[config.mk]
export PLATFORM = sky130hd
export DESIGN_NAME = video_acc_sched
export DESIGN_NICKNAME = d
export VERILOG_FILES = /design/src/rtl/video_acc_sched.sv
export SDC_FILE = /design/constraint.sdc
export NUM_CORES = 1
export LEC_CHECK = 0
export CELL_PAD_IN_SITES_DETAIL_PLACEMENT = 0
export CELL_PAD_IN_SITES_GLOBAL_PLACEMENT = 1
export CORE_MARGIN = 2
export CORE_UTILIZATION = 37
export CTS_CLUSTER_SIZE = 10
export DETAILED_ROUTE_END_ITERATION = 7
export PLACE_DENSITY = 0.79
export SLEW_MARGIN = 20
export SYNTH_ARGS = -nofsm -noshare
export SYNTH_HDL_FRONTEND = slang
export SYNTH_SLANG_ARGS = --single-unit
[constraint.sdc]
create_clock -name aclk -period 2.4 [get_ports aclk]
set_input_delay 0.48 -clock aclk [delete_from_list [all_inputs] [get_ports aclk]]
set_output_delay 0.48 -clock aclk [all_outputs]
set_load 0.005 [all_outputs]
[src/rtl/video_acc_sched.sv]
// rtl/video_acc_sched.sv - instruction-driven scheduler for a video accelerator data path
//
// Decodes 32-bit instruction words, maintains read/write base address
// registers, issues paired mover requests (to-local read, from-local write),
// selects the stream router destination, and waits for the end-of-frame beat
// on the output buffer stream before accepting the next instruction.
//
// Optional feature macro: VIDEO_ACC_PERF_CNT_EN (busy-cycle performance counter).
//
// Ports:
//   aclk, aresetn           clock, asynchronous active-low reset
//   inst_valid/ready/data   instruction word handshake
//   rd_addr/rd_len          to-local mover source address and byte length
//   rd_valid/rd_ready       to-local mover request handshake
//   wr_addr                 from-local mover destination address
//   wr_valid/wr_ready       from-local mover request handshake
//   route_dest              router destination (0 bypass, 1 DCT, 2 IDCT)
//   out_t_valid/ready/last  output-buffer stream monitor (observed only)
//   busy                    high whenever the scheduler is not idle
//   err                     sticky illegal-opcode flag
//   busy_cycles             busy-cycle counter (constant 0 when disabled)

module video_acc_sched #(
    parameter int ADDR_WIDTH = 64,
    parameter int DEST_WIDTH = 3
) (
    input  logic                  aclk,
    input  logic                  aresetn,
    input  logic                  inst_valid,
    output logic                  inst_ready,
    input  logic [31:0]           inst_data,
    output logic [ADDR_WIDTH-1:0] rd_addr,
    output logic [ADDR_WIDTH-1:0] rd_len,
    output logic                  rd_valid,
    input  logic                  rd_ready,
    output logic [ADDR_WIDTH-1:0] wr_addr,
    output logic                  wr_valid,
    input  logic                  wr_ready,
    output logic [DEST_WIDTH-1:0] route_dest,
    input  logic                  out_t_valid,
    input  logic                  out_t_ready,
    input  logic                  out_t_last,
    output logic                  busy,
    output logic                  err,
    output logic [31:0]           busy_cycles
);

    typedef enum logic [2:0] {
        S_IDLE,
        S_LOAD_LO,
        S_LOAD_HI,
        S_ISSUE,
        S_WAIT_DONE
    } state_t;

    localparam logic [5:0] OP_NOP       = 6'd0;
    localparam logic [5:0] OP_MOV       = 6'd1;
    localparam logic [5:0] OP_LOAD_FULL = 6'd2;
    localparam logic [5:0] OP_LOAD_LOW  = 6'd3;
    localparam logic [5:0] OP_DCT       = 6'd4;
    localparam logic [5:0] OP_IDCT      = 6'd5;

    localparam logic [63:0] MASK_LOW21 = 64'h0000_0000_07FF_FFC0;
    localparam logic [63:0] MASK_LO32  = 64'h0000_0000_FFFF_FFC0;
    localparam logic [63:0] MASK_HI32  = 64'hFFFF_FFFF_0000_0000;

    state_t                  r_state;
    logic [ADDR_WIDTH-1:0]   r_base_rd;
    logic [ADDR_WIDTH-1:0]   r_base_wr;
    logic [ADDR_WIDTH-1:0]   r_rd_addr;
    logic [ADDR_WIDTH-1:0]   r_wr_addr;
    logic [ADDR_WIDTH-1:0]   r_rd_len;
    logic                    r_rd_valid;
    logic                    r_wr_valid;
    logic [DEST_WIDTH-1:0]   r_route_dest;
    logic                    r_err;
    logic [4:0]              r_load_attrib;

    logic [5:0]              w_opcode;
    logic [4:0]              w_attrib;
    logic [ADDR_WIDTH-1:0]   w_src;
    logic [ADDR_WIDTH-1:0]   w_dest;
    logic [ADDR_WIDTH-1:0]   w_len;
    logic                    w_len_zero;
    logic                    w_rd_ok;
    logic                    w_wr_ok;
    logic                    w_done_beat;

    assign w_opcode    = inst_data[5:0];
    assign w_attrib    = inst_data[31:27];
    assign w_src       = ADDR_WIDTH'({inst_data[12:6], 6'b0});
    assign w_dest      = ADDR_WIDTH'({inst_data[19:13], 6'b0});
    assign w_len       = ADDR_WIDTH'({inst_data[26:20], 6'b0});
    assign w_len_zero  = (inst_data[26:20] == 7'd0);

    // A request side is finished once it has handshaken: its valid is only
    // ever cleared by its own handshake while in ISSUE.
    assign w_rd_ok     = !r_rd_valid || rd_ready;
    assign w_wr_ok     = !r_wr_valid || wr_ready;
    assign w_done_beat = out_t_valid && out_t_ready && out_t_last;

    // Replace the bits selected by mask with val, keep the rest of base.
    function automatic logic [ADDR_WIDTH-1:0] f_merge(
        input logic [ADDR_WIDTH-1:0] base,
        input logic [63:0]           val,
        input logic [63:0]           mask
    );
        logic [ADDR_WIDTH-1:0] m;
        logic [ADDR_WIDTH-1:0] v;
        m = ADDR_WIDTH'(mask);
        v = ADDR_WIDTH'(val);
        return (base & ~m) | (v & m);
    endfunction

    always_ff @(posedge aclk or negedge aresetn) begin
        if (!aresetn) begin
            r_state       <= S_IDLE;
            r_base_rd     <= '0;
            r_base_wr     <= '0;
            r_rd_addr     <= '0;
            r_wr_addr     <= '0;
            r_rd_len      <= '0;
            r_rd_valid    <= 1'b0;
            r_wr_valid    <= 1'b0;
            r_route_dest  <= '0;
            r_err         <= 1'b0;
            r_load_attrib <= '0;
        end else begin
            case (r_state)
                S_IDLE: begin
                    if (inst_valid) begin
                        case (w_opcode)
                            OP_NOP: ;
                            OP_LOAD_FULL: begin
                                r_load_attrib <= w_attrib;
                                r_state       <= S_LOAD_LO;
                            end
                            OP_LOAD_LOW: begin
                                if (w_attrib == 5'd0)
                                    r_base_rd <= f_merge(r_base_rd, {37'd0, inst_data[26:6], 6'd0}, MASK_LOW21);
                                else if (w_attrib == 5'd1)
                                    r_base_wr <= f_merge(r_base_wr, {37'd0, inst_data[26:6], 6'd0}, MASK_LOW21);
                            end
                            OP_MOV, OP_DCT, OP_IDCT: begin
                                // Zero-length transfers are consumed as no-ops.
                                if (!w_len_zero) begin
                                    r_rd_addr  <= r_base_rd + w_src;
                                    r_wr_addr  <= r_base_wr + w_dest;
                                    r_rd_len   <= w_len;
                                    r_rd_valid <= 1'b1;
                                    r_wr_valid <= 1'b1;
                                    if (w_opcode == OP_DCT)
                                        r_route_dest <= DEST_WIDTH'(1);
                                    else if (w_opcode == OP_IDCT)
                                        r_route_dest <= DEST_WIDTH'(2);
                                    else
                                        r_route_dest <= DEST_WIDTH'(0);
                                    r_state    <= S_ISSUE;
                                end
                            end
                            default: r_err <= 1'b1;
                        endcase
                    end
                end
                S_LOAD_LO: begin
                    if (inst_valid) begin
                        if (r_load_attrib == 5'd0)
                            r_base_rd <= f_merge(r_base_rd, {32'd0, inst_data[31:6], 6'd0}, MASK_LO32);
                        else if (r_load_attrib == 5'd1)
                            r_base_wr <= f_merge(r_base_wr, {32'd0, inst_data[31:6], 6'd0}, MASK_LO32);
                        r_state <= S_LOAD_HI;
                    end
                end
                S_LOAD_HI: begin
                    if (inst_valid) begin
                        if (r_load_attrib == 5'd0)
                            r_base_rd <= f_merge(r_base_rd, {inst_data, 32'd0}, MASK_HI32);
                        else if (r_load_attrib == 5'd1)
                            r_base_wr <= f_merge(r_base_wr, {inst_data, 32'd0}, MASK_HI32);
                        r_state <= S_IDLE;
                    end
                end
                S_ISSUE: begin
                    if (r_rd_valid && rd_ready) r_rd_valid <= 1'b0;
                    if (r_wr_valid && wr_ready) r_wr_valid <= 1'b0;
                    if (w_rd_ok && w_wr_ok)     r_state    <= S_WAIT_DONE;
                end
                S_WAIT_DONE: begin
                    if (w_done_beat) r_state <= S_IDLE;
                end
                default: r_state <= S_IDLE;
            endcase
        end
    end

    assign inst_ready = (r_state == S_IDLE) || (r_state == S_LOAD_LO) || (r_state == S_LOAD_HI);
    assign busy       = (r_state != S_IDLE);
    assign rd_addr    = r_rd_addr;
    assign wr_addr    = r_wr_addr;
    assign rd_len     = r_rd_len;
    assign rd_valid   = r_rd_valid;
    assign wr_valid   = r_wr_valid;
    assign route_dest = r_route_dest;
    assign err        = r_err;

`ifdef VIDEO_ACC_PERF_CNT_EN
    logic [31:0] r_busy_cycles;

    always_ff @(posedge aclk or negedge aresetn) begin
        if (!aresetn)
            r_busy_cycles <= '0;
        else if ((r_state != S_IDLE) && (r_busy_cycles != 32'hFFFF_FFFF))
            r_busy_cycles <= r_busy_cycles + 32'd1;
    end

    assign busy_cycles = r_busy_cycles;
`else
    assign busy_cycles = '0;
`endif

endmodule

* After elaboration in Yosys (flattened, before gate mapping)
Index checks and enable logic that the tools add are counted.
W data, S select, Z words.
** Storage, ports and cells
- Register bits :: 277
- Output and inout bits :: 232
- Logic and storage cells :: 118
- Input port bits :: 40
** Operators by class
- Multiplexer cells :: 36
- Equal/unequal tests :: 32
- Reductions and logical operators :: 29
- $add $sub $neg :: 2
- Bitwise gates (word level) :: 8
** Operators by type and width (number)
- $mux W64 :: 17
- $pmux W64 S3 :: 2
- $add A64 B13 Y64 :: 2
- $or A32 B64 Y64 :: 2
- $or A64 B27 Y64 :: 2
- $or A64 B32 Y64 :: 2
- $ne A2 B2 Y1 const B :: 17
- $mux W3 :: 6
- $pmux W3 S5 :: 1
- $eq A6 B2 Y1 const B :: 2
- $eq A6 B3 Y1 const B :: 2
- $reduce_and A11 Y1 :: 1
- $eq A5 B1 Y1 const B :: 2
- $logic_not A5 Y1 :: 2
- $reduce_and A5 Y1 :: 2
- $reduce_and A8 Y1 :: 1
- $logic_not A7 Y1 :: 1
- $reduce_and A7 Y1 :: 1
- $eq A3 B2 Y1 const B :: 2
- $eq A6 B1 Y1 const B :: 1
- $logic_not A6 Y1 :: 1
- $pmux W3 S2 :: 1
- $reduce_and A3 Y1 :: 2
- $reduce_bool A3 Y1 :: 2
- other kinds (17) :: 33

* Depth between registers and ports, before layout
- Depth after elaboration :: 6
- Gate-level depth with buffers :: 10
- Gate-level depth less buffers :: 8

* Worst setup path before layout
Ideal clock, no wire load.
- Path kind :: input to register
- Start point :: input port inst_data[13]
- End point :: register r_wr_addr[62], in the netlist wr_addr[62]
- Buffers on the path :: 2
- Data required time :: 2.267 ns
- Setup time :: 0.133 ns
- Path slack :: -0.023 ns
- Data arrival time :: 2.290 ns
- Stages :: 10
- Cells stage by stage :: ha_1 fa_1 a21o_1 a41o_1 o21a_1 buf_2 buf_2 nand4_1 xor2_1 o21ai_0
** On the way
- Cells in the longest elaborated chain, start to end :: 1
** Ends and longest elaborated chain
- start, declared :: RTL line 31 : input logic [31:0] inst_data,
- $add A64 B13 Y64 :: RTL line 148 : r_wr_addr <= r_base_wr + w_dest;
- end signal, assigned :: RTL line 148
- end, declared :: RTL line 71 : logic [ADDR_WIDTH-1:0] r_wr_addr;
Every way passes these cells.
A chain may end at the register's enable or synchronous reset.

* Worst setup path in the final report
- Start point :: register r_base_rd[6]
- End point :: register r_rd_addr[36], in the netlist rd_addr[36]
** On the way
- Cells in the longest elaborated chain, start to end :: 1
** Ends and longest elaborated chain
- start, declared :: RTL line 68 : logic [ADDR_WIDTH-1:0] r_base_rd;
- start signal, assigned :: RTL line 140 : r_base_rd <= f_merge(r_base_rd, {37'd0, inst_data[26:6], 6'd0}, MASK_LOW21);
- start signal, assigned :: RTL line 168 : r_base_rd <= f_merge(r_base_rd, {32'd0, inst_data[31:6], 6'd0}, MASK_LO32);
- start signal, assigned :: RTL line 177 : r_base_rd <= f_merge(r_base_rd, {inst_data, 32'd0}, MASK_HI32);
- $add A64 B13 Y64 :: RTL line 147 : r_rd_addr <= r_base_rd + w_src;
- end signal, assigned :: RTL line 147
- end, declared :: RTL line 70 : logic [ADDR_WIDTH-1:0] r_rd_addr;
Every way passes these cells.

==> metrics <==
Crit Path Max Fanout 8; Worst-Margin Slew 0.571 ns; fraction of layout cells with a size suffix above 1 22.5%; row count 70; register area 6910 um^2; vias in the first global route 10300; final core occ between 50 and 60%; chip height 197 um; Synth Register Bits 276; most area-consuming cells after synthesis dfrtp_1, mux2_2, nand2_1; area of the multi-input gates 6520 um^2; Routed WL around 40 mm; NumNets Final roughly 1700; drt first pass iters 5; first-pass GRT wire length about 60 mm; Hold WS 0.375 ns; GRT Util Overall 20.1%; final cell count without fillers 2105; depth of the CTS H-tree 2; Hold Crit Depth 0; yosys warns 0; residual DRC count 0; VDD IR-drop max between 0.5 and 0.6 mV; largest net degree at the start of global routing 55; Setup crit end kind flop; number of fill cells in the layout approximately 3300; Post-synth EDFFs 0; Yosys top cell area share 50.3%; post-DR vias/cell 5.05; CTS tree built; Port Buffer Count about 180; Max-slew headroom 61.6%; ANT nets after route 0; CTS clock-pin slew for the worst setup and hold paths 0.05 ns; Syn-to-layout area delta 33.6%; FMAX ~0.42 GHz; Worst-Skew Late Latency 0.51 ns; Seq/Total Area, Yosys between 50% and 60%; placed inst area around 17000 um^2; fin crit share between 90% and 100%; vias about 11000; dominant synthesized flop cell dfrtp_1; Core Box Area 36600 um^2; Netlist Area Pre-Place between 10000 and 15000 um^2; Initial Utilization 37.5%; Mapped Avg Cell Area 10.4 um^2; status completed; worst hold path class reg2reg; final setup fails 0; Final GP Congestion 0.891; Placed Cells 2029; Distinct cells, synth 63; Setup Skew ~0.0081 ns; # Max-Cap Violations 0; CTS buffer count 34; clk sink count roughly 280; critical path type reg2reg; leading area contributor after synthesis dfrtp_1; Post-Syn Instances 1324; critical path required time about 2.8 ns; dpl hpwl between 20 and 30 mm; initial antenna violation count 13; Final min period 2.37 ns; R2R cell count 10; GR Overflow Total 0; Arrival @ worst endpoint 2.76 ns; initial drt markers 648; Power per Cell Area between 1000 and 1500 nW/um^2; Slew Viols, Final 0; Post-synth ARST share 100%; clk root buf clkbuf_16; Leakage 8.11 nW; final hold vios 0; WL per Instance 19.2 um; RSZ-0062 raised after global routing true; die area about 39000 um^2; clock buffer depth 3; cell area after layout 18300 um^2; Die W 197 um; # IOs 272; Setup crit start kind flop; Tot Pwr 18.5 mW
## cells in the mapped netlist (22+ instances only)
master    count
buf_4        94
clkbuf_1     47
dfrtp_1     276
mux2_1       23
mux2_2       99
nand2_1     233
nand3_1      40
nand4_1      41
nor2_1       27
nor3_1       22
o21ai_0     110
xnor2_1      54
xor2_1       55
## cell type report
| cell class | count | area share (%) |
|---|---|---|
| clock buffers | 46 | 5.34 |
| multi-input cells | 961 | 35.5 |
| repair buffers | 330 | 17.8 |
| well taps | 468 | 3.19 |
| flip-flops and latches | 276 | 37.7 |
| clock inverters | 1 | 0.0273 |
| inverters | 16 | 0.328 |
| diodes | 7 | 0.0955 |
## cell families after synthesis
kind of cell	synth area share (%)
compound gates	6.93
buf+inv	7.77
mux	10.0
fa+ha+maj	1.57
simple gates	16.4
xor+xnor	6.95
flops	50.3
other cells	0.0273
## critical path, stage by stage (launching register included)
cell	delay, ns
dfrtp_1	0.38
ha_2	0.21
fa_2	0.38
a211oi_2	0.29
o211ai_1	0.25
nand4_4	0.15
buf_12	0.15
buf_12	0.14
nor2_1	0.06
xnor2_1	0.15
o21ai_1	0.08
## through the flow
step | setup TNS (ns) | setup slack, ns
5_1_grt | -0.545 | -0.0726
2_1_floorplan | 0 | 0.000310
3_5_place_dp | -103.05 | -0.831
3_3_place_gp | -96.19 | -0.758
6_report | 0 | 0.0290
4_1_cts | -0.0313 | -0.0150
## per-layer routing
layer | up-vias | track usage (%) | part of all wire (%)
li1 | 4998 | - | -
met1 | 5207 | 26.7 | 43
met2 | 357 | 32.2 | 46
met3 | 58 | 5.84 | 8.0
met4 | 2 | 5.82 | 2.2
met5 | - | 0 | 0.032
## timing repair
action	4_1_cts	5_1_grt
gates resized for setup	22	95
gates cloned	0	5
hold buffers	1	0
pin swaps	6	36
hold endpoints to repair	45	0
buffers inserted	5	11
setup endpoints to repair	52	121
## placed cells by master, fill, tap and decap left out, drive strengths merged, types with 4 or more instances in the layout
cell	instances
and2	9
and4	5
xor2	55
clkbuf	49
dfrtp	276
a31oi	8
conb	90
or2	5
xnor2	54
o21ai	119
a21oi	13
nor4	20
ha	14
nor2b	4
or3	4
mux2	122
nand4	43
nand3	42
nor4b	4
dlymetal6s2s	13
o211ai	5
and3	20
buf	146
a21o	6
nor3	26
nor2	28
clkdlybuf4s50	166
nand2	233
inv	16
diode	7
## power by group
group          leakage [nW]  switching (mW)  internal (mW)  total (mW)
Clock                 0.483            1.88           2.81        4.68
Sequential             3.66            1.47           6.14        7.61
Combinational          3.98            2.70           3.56        6.25
## final timing paths
kind	startpoint	slack (ns)	to
setup / recovery	r_base_rd[6]	0.03	rd_addr[36]
hold / removal	flop	0.37	flop
setup reg to reg	r_base_rd[6]	0.03	rd_addr[36]
hold reg to reg	flop	0.37	flop
max in group asynchronous	aresetn	1.19	rd_addr[28]
min in group asynchronous	aresetn	0.48	rd_addr[17]
Note: power is estimated with default switching activity, not from simulation.
